--- config.mk ---
export PLATFORM = sky130hd
export DESIGN_NAME = tia_hsync_counter
export DESIGN_NICKNAME = d
export VERILOG_FILES = /design/src/rtl/tia_hsync_pkg.sv /design/src/rtl/tia_hsync_decode.sv /design/src/rtl/tia_hsync_counter.sv
export SDC_FILE = /design/constraint.sdc
export NUM_CORES = 1
export LEC_CHECK = 0
export CAP_MARGIN = 40
export CELL_PAD_IN_SITES_DETAIL_PLACEMENT = 0
export CELL_PAD_IN_SITES_GLOBAL_PLACEMENT = 2
export CORE_MARGIN = 1.5
export CORE_UTILIZATION = 28
export CTS_CLUSTER_SIZE = 28
export DETAILED_ROUTE_END_ITERATION = 10
export PLACE_DENSITY_LB_ADDON = 0.1
export SYNTH_ARGS = -nofsm -noshare
export SYNTH_HDL_FRONTEND = slang
export SYNTH_SLANG_ARGS = --single-unit
--- constraint.sdc ---
create_clock -name clk -period 2.14 [get_ports clk]
set_clock_uncertainty 0.1 [all_clocks]
set_input_delay 0.214 -clock clk [delete_from_list [all_inputs] [get_ports clk]]
set_output_delay 0.214 -clock clk [all_outputs]
set_load 0.01 [all_outputs]
--- src/rtl/tia_hsync_pkg.sv ---
// TIA horizontal sync counter: shared state type and LFSR constants.
// Decode states are derived from the feedback rule, not hand-entered.
package tia_hsync_pkg;

    typedef logic [5:0] hstate_t;

    localparam int LINE_COUNTS = 57;

    function automatic hstate_t lfsr_step(hstate_t s);
        return {s[0] ~^ s[1], s[5:1]};
    endfunction

    function automatic hstate_t lfsr_at(int n);
        hstate_t s;
        s = '0;
        for (int i = 0; i < n; i++) begin
            s = lfsr_step(s);
        end
        return s;
    endfunction

    localparam hstate_t LFSR_N0   = lfsr_at(0);
    localparam hstate_t LFSR_SHS  = lfsr_at(4);
    localparam hstate_t LFSR_RHS  = lfsr_at(8);
    localparam hstate_t LFSR_RCB  = lfsr_at(12);
    localparam hstate_t LFSR_RHB  = lfsr_at(16);
    localparam hstate_t LFSR_LRHB = lfsr_at(18);
    localparam hstate_t LFSR_CNT  = lfsr_at(36);
    localparam hstate_t LFSR_END  = lfsr_at(LINE_COUNTS - 1);

endpackage

--- src/rtl/tia_hsync_decode.sv ---
// Horizontal event decoder: one-count strobes from the raw LFSR state.
module tia_hsync_decode
    import tia_hsync_pkg::*;
(
    input  hstate_t lfsr,
    output logic    shs,
    output logic    rhs,
    output logic    rcb,
    output logic    rhb,
    output logic    lrhb,
    output logic    cnt
);

    always_comb begin
        shs  = 1'b0;
        rhs  = 1'b0;
        rcb  = 1'b0;
        rhb  = 1'b0;
        lrhb = 1'b0;
        cnt  = 1'b0;
        unique case (lfsr)
            LFSR_SHS:  shs  = 1'b1;
            LFSR_RHS:  rhs  = 1'b1;
            LFSR_RCB:  rcb  = 1'b1;
            LFSR_RHB:  rhb  = 1'b1;
            LFSR_LRHB: lrhb = 1'b1;
            LFSR_CNT:  cnt  = 1'b1;
            default: ;
        endcase
    end

endmodule

--- src/rtl/tia_hsync_counter.sv ---
// TIA horizontal timing front end: biphase divider, 57-state
// polynomial line counter, and per-line event strobes.
module tia_hsync_counter
    import tia_hsync_pkg::*;
(
    input  logic       clk,
    input  logic       rst_n,
    input  logic       rsyn,
    output logic       hphi1,
    output logic       hphi2,
    output logic       rsynl,
    output logic [5:0] lfsr_out,
    output logic       shb,
    output logic       rsynd,
    output logic       shs,
    output logic       rhs,
    output logic       rcb,
    output logic       rhb,
    output logic       lrhb,
    output logic       cnt
);

    logic [1:0] phase;
    logic [1:0] phase_nxt;
    logic       reload;

    assign phase_nxt = rsyn ? 2'd0 : phase + 2'd1;
    assign reload    = hphi2 && (lfsr_out == LFSR_END || rsynl);

    // A reload that coincides with rsyn already satisfies it,
    // so no second request is latched.
    always_ff @(posedge clk or negedge rst_n) begin
        if (!rst_n) begin
            phase    <= 2'd0;
            hphi1    <= 1'b0;
            hphi2    <= 1'b0;
            lfsr_out <= LFSR_N0;
            shb      <= 1'b0;
            rsynl    <= 1'b0;
            rsynd    <= 1'b0;
        end else begin
            phase <= phase_nxt;
            hphi1 <= (phase_nxt == 2'd0);
            hphi2 <= (phase_nxt == 2'd2);
            if (hphi2) begin
                lfsr_out <= reload ? LFSR_N0 : lfsr_step(lfsr_out);
                shb      <= reload;
            end
            if (reload) begin
                rsynl <= 1'b0;
            end else if (rsyn) begin
                rsynl <= 1'b1;
            end
            if (hphi1) begin
                rsynd <= rsynl;
            end
        end
    end

    tia_hsync_decode u_decode (
        .lfsr (lfsr_out),
        .shs  (shs),
        .rhs  (rhs),
        .rcb  (rcb),
        .rhb  (rhb),
        .lrhb (lrhb),
        .cnt  (cnt)
    );

endmodule

After elaboration in Yosys (flattened, before gate mapping)
Index checks and enable logic that the tools add are counted.
Cells by class
  $add $sub $neg: 1
  $mul: 0
  divide/modulo/power cells: 0
  order comparisons: 0
  equality and inequality tests: 8
  shifts and indexed selects: 0
  muxes and demuxes: 10
  bitwise operators: 1
  reduce and logical (&&, ||, !) cells: 4
Operators with widths (count)
  6-bit by 5-bit == test with 1-bit output (second input constant): 3
  6-bit == test (second input constant): 3
  1-bit two-way mux: 8
  6-bit by 4-bit == test with 1-bit output (second input constant): 1
  6-bit two-way mux: 1
  2-bit by 1-bit adder with 2-bit output (second input constant): 1
  2-bit == test (second input constant): 1
  2-bit zero test: 1
  2-bit two-way mux: 1
  2-bit nonzero test: 1
  1-bit logical AND: 1
  1-bit logical OR: 1
  1-bit XNOR: 1
Storage, ports and cells
  register bits after elaboration: 13
  latch bits: 0
  memory bits (writable): 0
  memory bits (read-only): 0
  input port bits: 3
  output and inout bits: 17
  word-level logic and storage cells: 31
  memories kept: 0

Longest topological paths before layout
Gate-level depths: netlist (run 1).
  depth after elaboration: 4
  gate-level depth with buffers: 5
  gate-level depth less buffers: 5

Modules after synthesis
A second synthesis (run 1) with hierarchy kept.
Unflattened totals
  cells, all modules: 51
  area total of the unflattened synthesis: 581.8 µm²
Modules (own cells, without submodules)
  tia_hsync_counter: instances 1, cells an instance 40, area an instance 515.5 µm², seq. area each 325.3 µm²
  tia_hsync_decode: instances 1, cells an instance 11, area an instance 66.3 µm², seq. area each 0.0 µm²

Worst setup path after synthesis (run 1)
No wires, ideal clock.
  kind: flip-flop to flip-flop
  start: register lfsr_out[1]
  end: register lfsr_out[1]
  library setup time: 0.136 ns
  data arrival time: 1.099 ns
  data required time: 1.904 ns
  path slack: 0.805 ns
  cell stages (with the launch flop): 6
  buffers on the path: 0
  clock period less this slack: 1.335 ns
  path through: dfrtp_1 > inv_1 > ha_1 > nand2_1 > o311ai_1 > o21ai_0
On the way
  word-level cells in the longest chain between the ends: 4
Ends and longest elaborated chain
  start, declared: RTL line tia_hsync_counter.sv:12  | output logic [5:0] lfsr_out,
  start signal, assigned: RTL line tia_hsync_counter.sv:46  | lfsr_out <= reload ? LFSR_N0 : lfsr_step(lfsr_out);
  6-bit by 5-bit == test with 1-bit output: RTL line tia_hsync_counter.sv:28  | assign reload = hphi2 && (lfsr_out == LFSR_END || rsynl);
  1-bit logical OR: RTL line tia_hsync_counter.sv:28
  1-bit logical AND: RTL line tia_hsync_counter.sv:28
  6-bit two-way mux: RTL line tia_hsync_counter.sv:46
Every way passes these cells.
A chain may end at the register's enable or synchronous reset.

Worst setup path in the final report (run 1)
  start: register lfsr_out[3]
  end: output rcb
On the way
  word-level cells in the longest chain between the ends: 2
Ends and longest elaborated chain
  6-bit by 4-bit == test with 1-bit output: RTL line tia_hsync_decode.sv:21  | unique case (lfsr)
  1-bit two-way mux: RTL line tia_hsync_decode.sv:21
  end, declared: RTL line tia_hsync_counter.sv:17  | output logic rcb,
Every way passes these cells.

==> impl_results.md, run 1 <==
- CTS hold repair buffers: 0
- Post-synthesis instance area: 601.8 um^2
- First DRT Iteration DRCs: 11
- F_max: 492.7 MHz
- Number of failing hold endpoints at the final stage: 0
- Number of maximum-capacitance violations: 0
- Sw frac: 29.67%
- Share of the clock period used by the worst path: 94.83%
- Arr. time, crit path: 1720 ps
- Post-layout nets: 86
- Post-synth EDFFs: 0
- R2R depth: 5
- Average routed wire per standard cell: 11.92 um
- Remaining DRCs: 0
- Startpoint type of the worst setup path: flip-flop
- Sequential share of the synthesized area: 54.05%
- Leading cell type by number of instances after synthesis: sky130_fd_sc_hd__dfrtp_1
- Width of the die: a little under 50 um
- Final sum of negative setup slack: 0 ps
- Dominant synthesized flop cell: sky130_fd_sc_hd__dfrtp_1
- Fraction of final layout cells sized beyond drive strength 1: 13.75%
- Highest net fanout along the worst path: 8
- Per-instance average area after synthesis: 10.75 um^2
- Async set or reset register ratio after synthesis: 100.0%
- Detail-routed via count per cell: 4.551
- Post-synthesis compound-gate area fraction: 12.89%
- Number of antenna repair diodes: 0
- Area share of the leading cell type in the synthesized netlist: 54.05%
- RSZ-0062 raised after global routing: false
- Clk slew on worst S/H paths: ~80 ps
- Top cell type by total area after synthesis: sky130_fd_sc_hd__dfrtp_1
- HPWL reported at the end of detailed placement: 971.2 um
- Gate Count Post-Synth: 56
- Leading post-synthesis cells by instance count: 13 x sky130_fd_sc_hd__dfrtp_1, 6 x sky130_fd_sc_hd__nor2_1, 5 x sky130_fd_sc_hd__o21ai_0, 4 x sky130_fd_sc_hd__inv_1
- Starting Density: 30.06%
- Core Area: 2002 um^2
- Detailed Route WL: 1275 um
- Startpoint of the most critical register-to-register path: lfsr_out[1]$_DFFE_PN0P_
- Vias in the first global route: between 500 and 600
- Global-route wire length before repair: 2201 um
- Share of cell area taken by muxes after synthesis: 1.871%
- Area of the die: 2436 um^2
- PnR Total Power: 600.2 uW
- Pin count of the biggest net entering global routing: 14
- Number of setup violations in the final report: 0
- Final critical path time including I/O delays and setup: 2029 ps
- TritonCTS clock tree: built
- Clock sinks: 13
- Global router's overall resource usage: 12.17%
- Maximum buffer depth of the clock tree: 2
- Total I/O pin count: 20
- Clk network pwr share: 24.9%
- Buffer cell driving the clock tree root: sky130_fd_sc_hd__clkbuf_4
- Relative contribution of sequential cells to total power: 51.7%
- Detailed-route via count: between 400 and 500
- Number of gates given a new drive strength after cts: 0
- XOR/XNOR share of the synthesized area: 1.455%
- Number of warnings reported in the yosys synthesis log: 0
- Chip height: 49.36 um
- Class of the tightest hold or removal check: input port to async pin
- Later-pin clock latency in the skew report: 270 ps
- Number of nets still failing antenna checks after routing: 0
- Adder-cell share of the synthesized area: just over 4%
- Reg-to-reg slack, setup: 710 ps
- Pre-antenna DRT Iters: 2
- Syn nets: 61
- Number of slew-limit violations in the final report: 0
- Number of levels in the clock H-tree: 1
- Cell Int Power: 422.1 uW
- Number of rows created at floorplan: 16
- #FFs+latches synth: 13
- Post-synth cell types: 22
- Critical path launch point: lfsr_out[3]$_DFFE_PN0P_
- Routability congestion estimate from global placement: 0.6910
- Transition time of the tightest slew-check pin: between 500 and 600 ps
- Cts bufs inserted: 3
- Leakage component of the power: 0.0003869 uW
- Worst slew slack as a fraction of its limit: 61.15%
- Combinational share of power: 23.5%
- Number of antenna violations at the first check in global routing: 0
- Port Buffers: 19
- Simple-gate portion of the synthesized area: 21.62%
- Pwr/cell area: 685.2 nW/um^2
- Max VDD drop: 0.3749 mV
- Run status: complete, no violations
- Worst Setup End Kind: primary output
- Required time worst endpoint: 1830 ps
- Residual overflow from global routing: 0
- Combinational family with the most area after synthesis: simple AND/OR/NAND/NOR gates
- Net switching component of the power: 178.1 uW
- Area growth from synthesis to layout: 45.53%
- Post-CTS setup buffer count: 0
- Ranking of synthesized cells by area: sky130_fd_sc_hd__dfrtp_1 54%, sky130_fd_sc_hd__ha_1 4.2%, sky130_fd_sc_hd__o21ai_0 4.2%
- Critical path class: flip-flop to primary output
cells by family after synthesis:
kind of cell	after synthesis
AOI/OAI and AO/OA	12
adders and majority gates	2
buffers and inverters	6
and+or+nand+nor	21
muxes	1
xor gates and xnor gates	1
DFF	13
worst paths after layout:
check	to
setup / recovery	rcb
hold / removal	phase[0]$_DFF_PN0_
setup reg to reg	lfsr_out[1]$_DFFE_PN0P_
hold reg to reg	hphi2$_DFF_PN0_
max in group asynchronous	lfsr_out[0]$_DFFE_PN0P_
min in group clk	hphi2$_DFF_PN0_
layout make-up:
class	count	area, um^2
Tap cell	27	33.78
Sequential cell	13	325.3
Multi-Input combinational cell	37	257.7
Timing Repair Buffer	21	212.7
Clock buffer	3	22.52
Clock inverter	1	5.005
Fill cell	206	1126
Inverter	5	18.77
flip-flops by register name, indices dropped and copies added (netlist names):
name      count
rsynl         1
hphi2         1
shb           1
lfsr_out      6
hphi1         1
phase         2
rsynd         1
metal layers:
metal | part of all wire [%] | wire (um) | GRT usage [%] | vias up
met5 | 0 | 0 | 0 | -
met4 | 1.0 | 13 | 8.571 | 0
met3 | 3.8 | 49 | 2.147 | 2
met2 | 48 | 615 | 21.40 | 15
met1 | 47 | 597 | 13.01 | 227
li1 | - | - | - | 243
per-stage QoR:
stage	hold WS [ps]	setup slack (ps)	area, um^2	std cells	utilization [%]
6_report	207.9	110.6	875.8	107	43.75
5_1_grt	245.7	4.577	875.8	107	43.75
4_1_cts	219.2	6.124	863.3	107	43.13
3_5_place_dp	371.7	326.0	835.8	103	41.75
3_3_place_gp	375.2	329.3	835.8	103	41.75
2_1_floorplan	-181.6	805.1	601.8	56	-
cells in the final DEF (no fill, tap or decap):
master,instances
sky130_fd_sc_hd__ha_1,1
sky130_fd_sc_hd__buf_4,2
sky130_fd_sc_hd__clkdlybuf4s50_1,16
sky130_fd_sc_hd__nor3b_1,3
sky130_fd_sc_hd__o311ai_1,1
sky130_fd_sc_hd__dlymetal6s2s_1,3
sky130_fd_sc_hd__xnor2_1,1
sky130_fd_sc_hd__a21oi_1,2
sky130_fd_sc_hd__nor2b_1,2
sky130_fd_sc_hd__nor2_1,6
sky130_fd_sc_hd__nor4_4,1
sky130_fd_sc_hd__o22a_1,1
sky130_fd_sc_hd__ha_2,1
sky130_fd_sc_hd__dfrtp_1,13
sky130_fd_sc_hd__o32ai_1,2
sky130_fd_sc_hd__o21ai_0,5
sky130_fd_sc_hd__inv_2,1
sky130_fd_sc_hd__clkinv_2,1
sky130_fd_sc_hd__inv_1,4
sky130_fd_sc_hd__nand2_2,1
sky130_fd_sc_hd__a21o_1,1
sky130_fd_sc_hd__nand3b_1,2
sky130_fd_sc_hd__nand2_1,2
sky130_fd_sc_hd__nand3_1,2
sky130_fd_sc_hd__nand4b_1,1
sky130_fd_sc_hd__clkbuf_4,3
sky130_fd_sc_hd__mux2_2,1
sky130_fd_sc_hd__nand2b_1,1
power groups by stage:
stage | clock network [uW] | registers (uW) | logic, uW
global placement | 0 | 316 | 143
finish | 149 | 310 | 141
floorplan | 0 | 327 | 45.9
CTS | 158 | 311 | 143
global route | 175 | 317 | 155
detailed placement | 0 | 316 | 142
critical path, cell delays in order (launching register included):
cell and delay, ps:
sky130_fd_sc_hd__dfrtp_1 510, sky130_fd_sc_hd__nand3_1 140, sky130_fd_sc_hd__nor3b_1 230, sky130_fd_sc_hd__clkdlybuf4s50_1 570
(Power assumes the default switching activity.)
==> run 2, diff against run 1 <==
--- a/config.mk
+++ b/config.mk
@@ -5,13 +5,13 @@
 export SDC_FILE = /design/constraint.sdc
 export NUM_CORES = 1
 export LEC_CHECK = 0
-export CAP_MARGIN = 40
 export CELL_PAD_IN_SITES_DETAIL_PLACEMENT = 0
 export CELL_PAD_IN_SITES_GLOBAL_PLACEMENT = 2
 export CORE_MARGIN = 1.5
 export CORE_UTILIZATION = 28
 export CTS_CLUSTER_SIZE = 28
 export DETAILED_ROUTE_END_ITERATION = 10
+export GPL_ROUTABILITY_DRIVEN = 0
 export PLACE_DENSITY_LB_ADDON = 0.1
 export SYNTH_ARGS = -nofsm -noshare
 export SYNTH_HDL_FRONTEND = slang
==> results of run 2 <==
Final layout, timing and power as in run 1 (identical DEF).
==> run 3, diff against run 2 <==
--- a/config.mk
+++ b/config.mk
@@ -12,7 +12,8 @@
 export CTS_CLUSTER_SIZE = 28
 export DETAILED_ROUTE_END_ITERATION = 10
 export GPL_ROUTABILITY_DRIVEN = 0
-export PLACE_DENSITY_LB_ADDON = 0.1
+export PLACE_DENSITY_LB_ADDON = 0.3
 export SYNTH_ARGS = -nofsm -noshare
 export SYNTH_HDL_FRONTEND = slang
+export SYNTH_HIERARCHICAL = 1
 export SYNTH_SLANG_ARGS = --single-unit
==> impl_results.md, run 3 <==
- Remaining DRCs: 0 (unchanged)
- Grt met2 use: 20.14% (was 21.40%)
- Buffer cell driving the clock tree root: sky130_fd_sc_hd__clkbuf_4 (unchanged)
- Port Buffers: 19 (unchanged)
- Critical path class: flip-flop to primary output (unchanged)
- Top cell type by total area after synthesis: sky130_fd_sc_hd__dfrtp_1 (unchanged)
- Number of rows created at floorplan: 16 (unchanged)
- Number of antenna violations at the first check in global routing: 0 (unchanged)
- Number of antenna repair diodes: 0 (unchanged)
- Fraction of met1 tracks used by global routing: 14.62% (was 13.01%)
- Number of levels in the clock H-tree: 1 (unchanged)
- Clock sinks: 13 (unchanged)
- Global router's overall resource usage: 11.89% (was 12.17%)
- Largest registers in the final layout: lfsr_out x6, phase x2 (unchanged)
- Area of the die: 2361 um^2 (was 2436 um^2)
- RSZ-0062 raised after global routing: false (unchanged)
- Peak per-stage delay on the critical path: 560 ps (was 570 ps)
- Post-synthesis instance area: 581.8 um^2 (was 601.8 um^2)
- Average routed wire per standard cell: 12.64 um (was 11.92 um)
- Pre-antenna DRT Iters: 4 (was 2)
- Worst Setup End Kind: primary output (unchanged)
- Cell with the largest stage delay on the worst path: sky130_fd_sc_hd__clkdlybuf4s50_1 (unchanged)
- Area share of the leading cell type in the synthesized netlist: 55.91% (was 54.05%)
- Run status: complete, no violations (unchanged)
- Dominant synthesized flop cell: sky130_fd_sc_hd__dfrtp_1 (unchanged)
- Area taken by flip-flops and latches: 327.8 um^2 (was 325.3 um^2)
- Most Crowded Layer GR: met2 (unchanged)
- Area growth from synthesis to layout: 43.66% (was 45.53%)
- Highest-count cells in the layout ignoring fill and taps: 19 x sky130_fd_sc_hd__clkdlybuf4s50_1, 11 x sky130_fd_sc_hd__dfrtp_1, 5 x sky130_fd_sc_hd__inv_1, 5 x sky130_fd_sc_hd__nand2_1 (was 16 x sky130_fd_sc_hd__clkdlybuf4s50_1, 13 x sky130_fd_sc_hd__dfrtp_1, 6 x sky130_fd_sc_hd__nor2_1)
- Share of the clock period used by the worst path: 96.58% (was 94.83%)
- Crit path max-delay family: buffers and inverters (unchanged)
- Global-route wire length before repair: 2139 um (was 2201 um)
- Clk slew on worst S/H paths: 80 ps (about the same)
- Post-layout nets: 79 (was 86)
- Flip-flop count of the largest register, all copies and words added: 6 (unchanged)
- Register with the most flip-flops: lfsr_out (unchanged)
- Global routing usage on met3: 2.160% (was 2.147%)
- Cts bufs inserted: 3 (unchanged)
- Final critical path time including I/O delays and setup: 2067 ps (was 2029 ps)
- Number of cells in the design after placement: 97 (was 103)
- First DRT Iteration DRCs: 6 (was 11)
- Worst slew slack as a fraction of its limit: 61.50% (was 61.15%)
- Sequential share of the synthesized area: 55.91% (was 54.05%)
- HPWL reported at the end of detailed placement: 909.9 um (was 971.2 um)
- Number of maximum-capacitance violations: 0 (unchanged)
- TritonCTS clock tree: built (unchanged)
- Residual overflow from global routing: 0 (unchanged)
- Per-instance average area after synthesis: 11.41 um^2 (was 10.75 um^2)
- Leakage component of the power: 0.0003069 uW (was 0.0003869 uW)
- Starting Density: 29.66% (was 30.06%)
- Gate Count Post-Synth: 51 (was 56)
- Final sum of negative setup slack: 0 ps (unchanged)
- Required time worst endpoint: 1830 ps (about the same)
- Core Area: 1962 um^2 (was 2002 um^2)
- Number of nets still failing antenna checks after routing: 0 (unchanged)
- Cell chain of the critical path: nand4bb_1, nor3b_1, clkdlybuf4s50_1 (was nand3_1, nor3b_1, clkdlybuf4s50_1)
- Final cell count without fillers: 101 (was 107)
- Syn nets: 55 (was 61)
- Number of failing hold endpoints at the final stage: 0 (unchanged)
- Post-synth EDFFs: 0 (unchanged)
- Highest net fanout along the worst path: 6 (was 8)
- Max VDD drop: 0.3708 mV (was 0.3749 mV)
- Area of the multi-input gates: 237.7 um^2 (was 257.7 um^2)
- Count of filler cells inserted in the layout: 220 (was 206)
- Maximum buffer depth of the clock tree: 2 (unchanged)
- #FFs+latches synth: 13 (unchanged)
- Width of the die: 48.59 um (was 49.36 um)
- Transition time of the tightest slew-check pin: 575.7 ps (was 580.9 ps)
- Post-CTS setup buffer count: 0 (unchanged)
- Number of setup violations in the final report: 0 (unchanged)
- Detailed-route via count: 479 (was 487)
- Leading post-synthesis cells by instance count: 13 x sky130_fd_sc_hd__dfrtp_1, 5 x sky130_fd_sc_hd__inv_1, 5 x sky130_fd_sc_hd__nand2_1, 4 x sky130_fd_sc_hd__a32o_1, 4 x sky130_fd_sc_hd__nor2_1 (was 13 x sky130_fd_sc_hd__dfrtp_1, 6 x sky130_fd_sc_hd__nor2_1, 5 x sky130_fd_sc_hd__o21ai_0, 4 x sky130_fd_sc_hd__inv_1)
- Ranking of synthesized cells by area: sky130_fd_sc_hd__dfrtp_1 56%, sky130_fd_sc_hd__a32o_1 6.9%, sky130_fd_sc_hd__nor3b_1 3.9% (was sky130_fd_sc_hd__dfrtp_1 54%, sky130_fd_sc_hd__ha_1 4.2%, sky130_fd_sc_hd__o21ai_0 4.2%)
- Number of warnings reported in the yosys synthesis log: 6 (was 0)
- Startpoint type of the worst setup path: flip-flop (unchanged)
- F_max: 483.8 MHz (was 492.7 MHz)
- Detail-routed via count per cell: 4.743 (was 4.551)
- Commonest non-fill, non-tap cell in the layout: sky130_fd_sc_hd__clkdlybuf4s50_1 (unchanged)
- Later-pin clock latency in the skew report: 270 ps (about the same)
- Async set or reset register ratio after synthesis: 100.0% (unchanged)
- Critical path buffers and inverters: 1 (unchanged)
- Number of slew-limit violations in the final report: 0 (unchanged)
- Chip height: 48.59 um (was 49.36 um)
- Class of the tightest hold or removal check: input port to async pin (unchanged)
- Fraction of final layout cells sized beyond drive strength 1: 13.51% (was 13.75%)
- Post-synth cell types: 21 (was 22)
- Pin count of the biggest net entering global routing: 14 (unchanged)
- Total I/O pin count: 20 (unchanged)
- Vias in the first global route: 470 (was 510)
- Pwr/cell area: 631.6 nW/um^2 (was 685.2 nW/um^2)
- Arr. time, crit path: 1750 ps (was 1720 ps)
- Leading cell type by number of instances after synthesis: sky130_fd_sc_hd__dfrtp_1 (unchanged)
- Detailed Route WL: 1277 um (was 1275 um)
-- run 3: cell types whose count changed in the layout (fill, tap and decap cells not counted), moves of 3 or more --
cell                              delta
sky130_fd_sc_hd__a32o_1              +4
sky130_fd_sc_hd__clkdlybuf4s50_1     +3
sky130_fd_sc_hd__dlymetal6s2s_1      -3
sky130_fd_sc_hd__nand2_1             +3
sky130_fd_sc_hd__o21ai_0             -3
-- run 3: timing repair --
action                                  in CTS  in global routing
hold buffers                                 0                  0
endpoints found under the setup margin       0                  2
gates resized for setup                      0                  2
-- run 3: path summary, 6_finish.rpt --
kind | startpoint | endpoint | slack, ps | depth (start not counted)
setup / recovery | lfsr_out[1]$_DFFE_PN0P_ | cnt | 70 | 3
hold / removal | rst_n | hphi2$_DFF_PN0_ | 200 | 1
setup reg to reg | lfsr_out[3]$_DFFE_PN0P_ | lfsr_out[1]$_DFFE_PN0P_ | 750 | 3
hold reg to reg | phase[1]$_DFF_PN0_ | hphi2$_DFF_PN0_ | 390 | 1
max in group asynchronous | rst_n | lfsr_out[4]$_DFFE_PN0P_ | 1330 | 1
min in group clk | phase[1]$_DFF_PN0_ | hphi2$_DFF_PN0_ | 390 | 1
-- run 3: cell families (layout without fill, tap and decap cells) --
logic type	after synthesis	after routing	share of synthesized area, %
buffers and inverters	5	28	3.226
muxes	1	1	1.935
adders and majority gates	1	1	2.150
and+or+nand+nor	20	20	21.72
AOI/OAI and AO/OA	10	10	13.55
DFF	13	13	55.91
xor gates and xnor gates	1	1	1.506
-- run 3: area by class of cell --
type                    instances  area share, %
flip-flops and latches         13          39.22
multi-input cells              33          28.44
repair buffers                 19          22.75
well taps                      27          4.042
clock buffers                   3          2.695
inverters                       5          2.246
clock inverters                 1         0.5988
-- run 3: metal layers --
metal	up-vias	share of wire, %
li1	234	-
met1	229	50
met4	0	0.94
met2	14	45
met5	-	0
met3	2	3.4
-- run 3: where the power goes --
part	total, uW	internal, uW	switching (uW)
combinational	81.2	49.2	32.0
clock	152	69.2	82.9
sequential	295	266	28.4
-- run 3: per-stage QoR --
step	instance area, um^2	hold WS [ps]	power, uW	utilization [%]	worst slack [ps]
2_1_floorplan	581.8	-181.6	326.5	-	791.6
3_3_place_gp	805.8	370.3	383.0	41.07	365.9
3_5_place_dp	805.8	380.0	381.8	41.07	375.6
4_1_cts	833.3	224.2	535.8	42.47	46.01
5_1_grt	835.8	251.9	557.6	42.60	0.8996
6_report	835.8	202.9	527.9	42.60	73.19
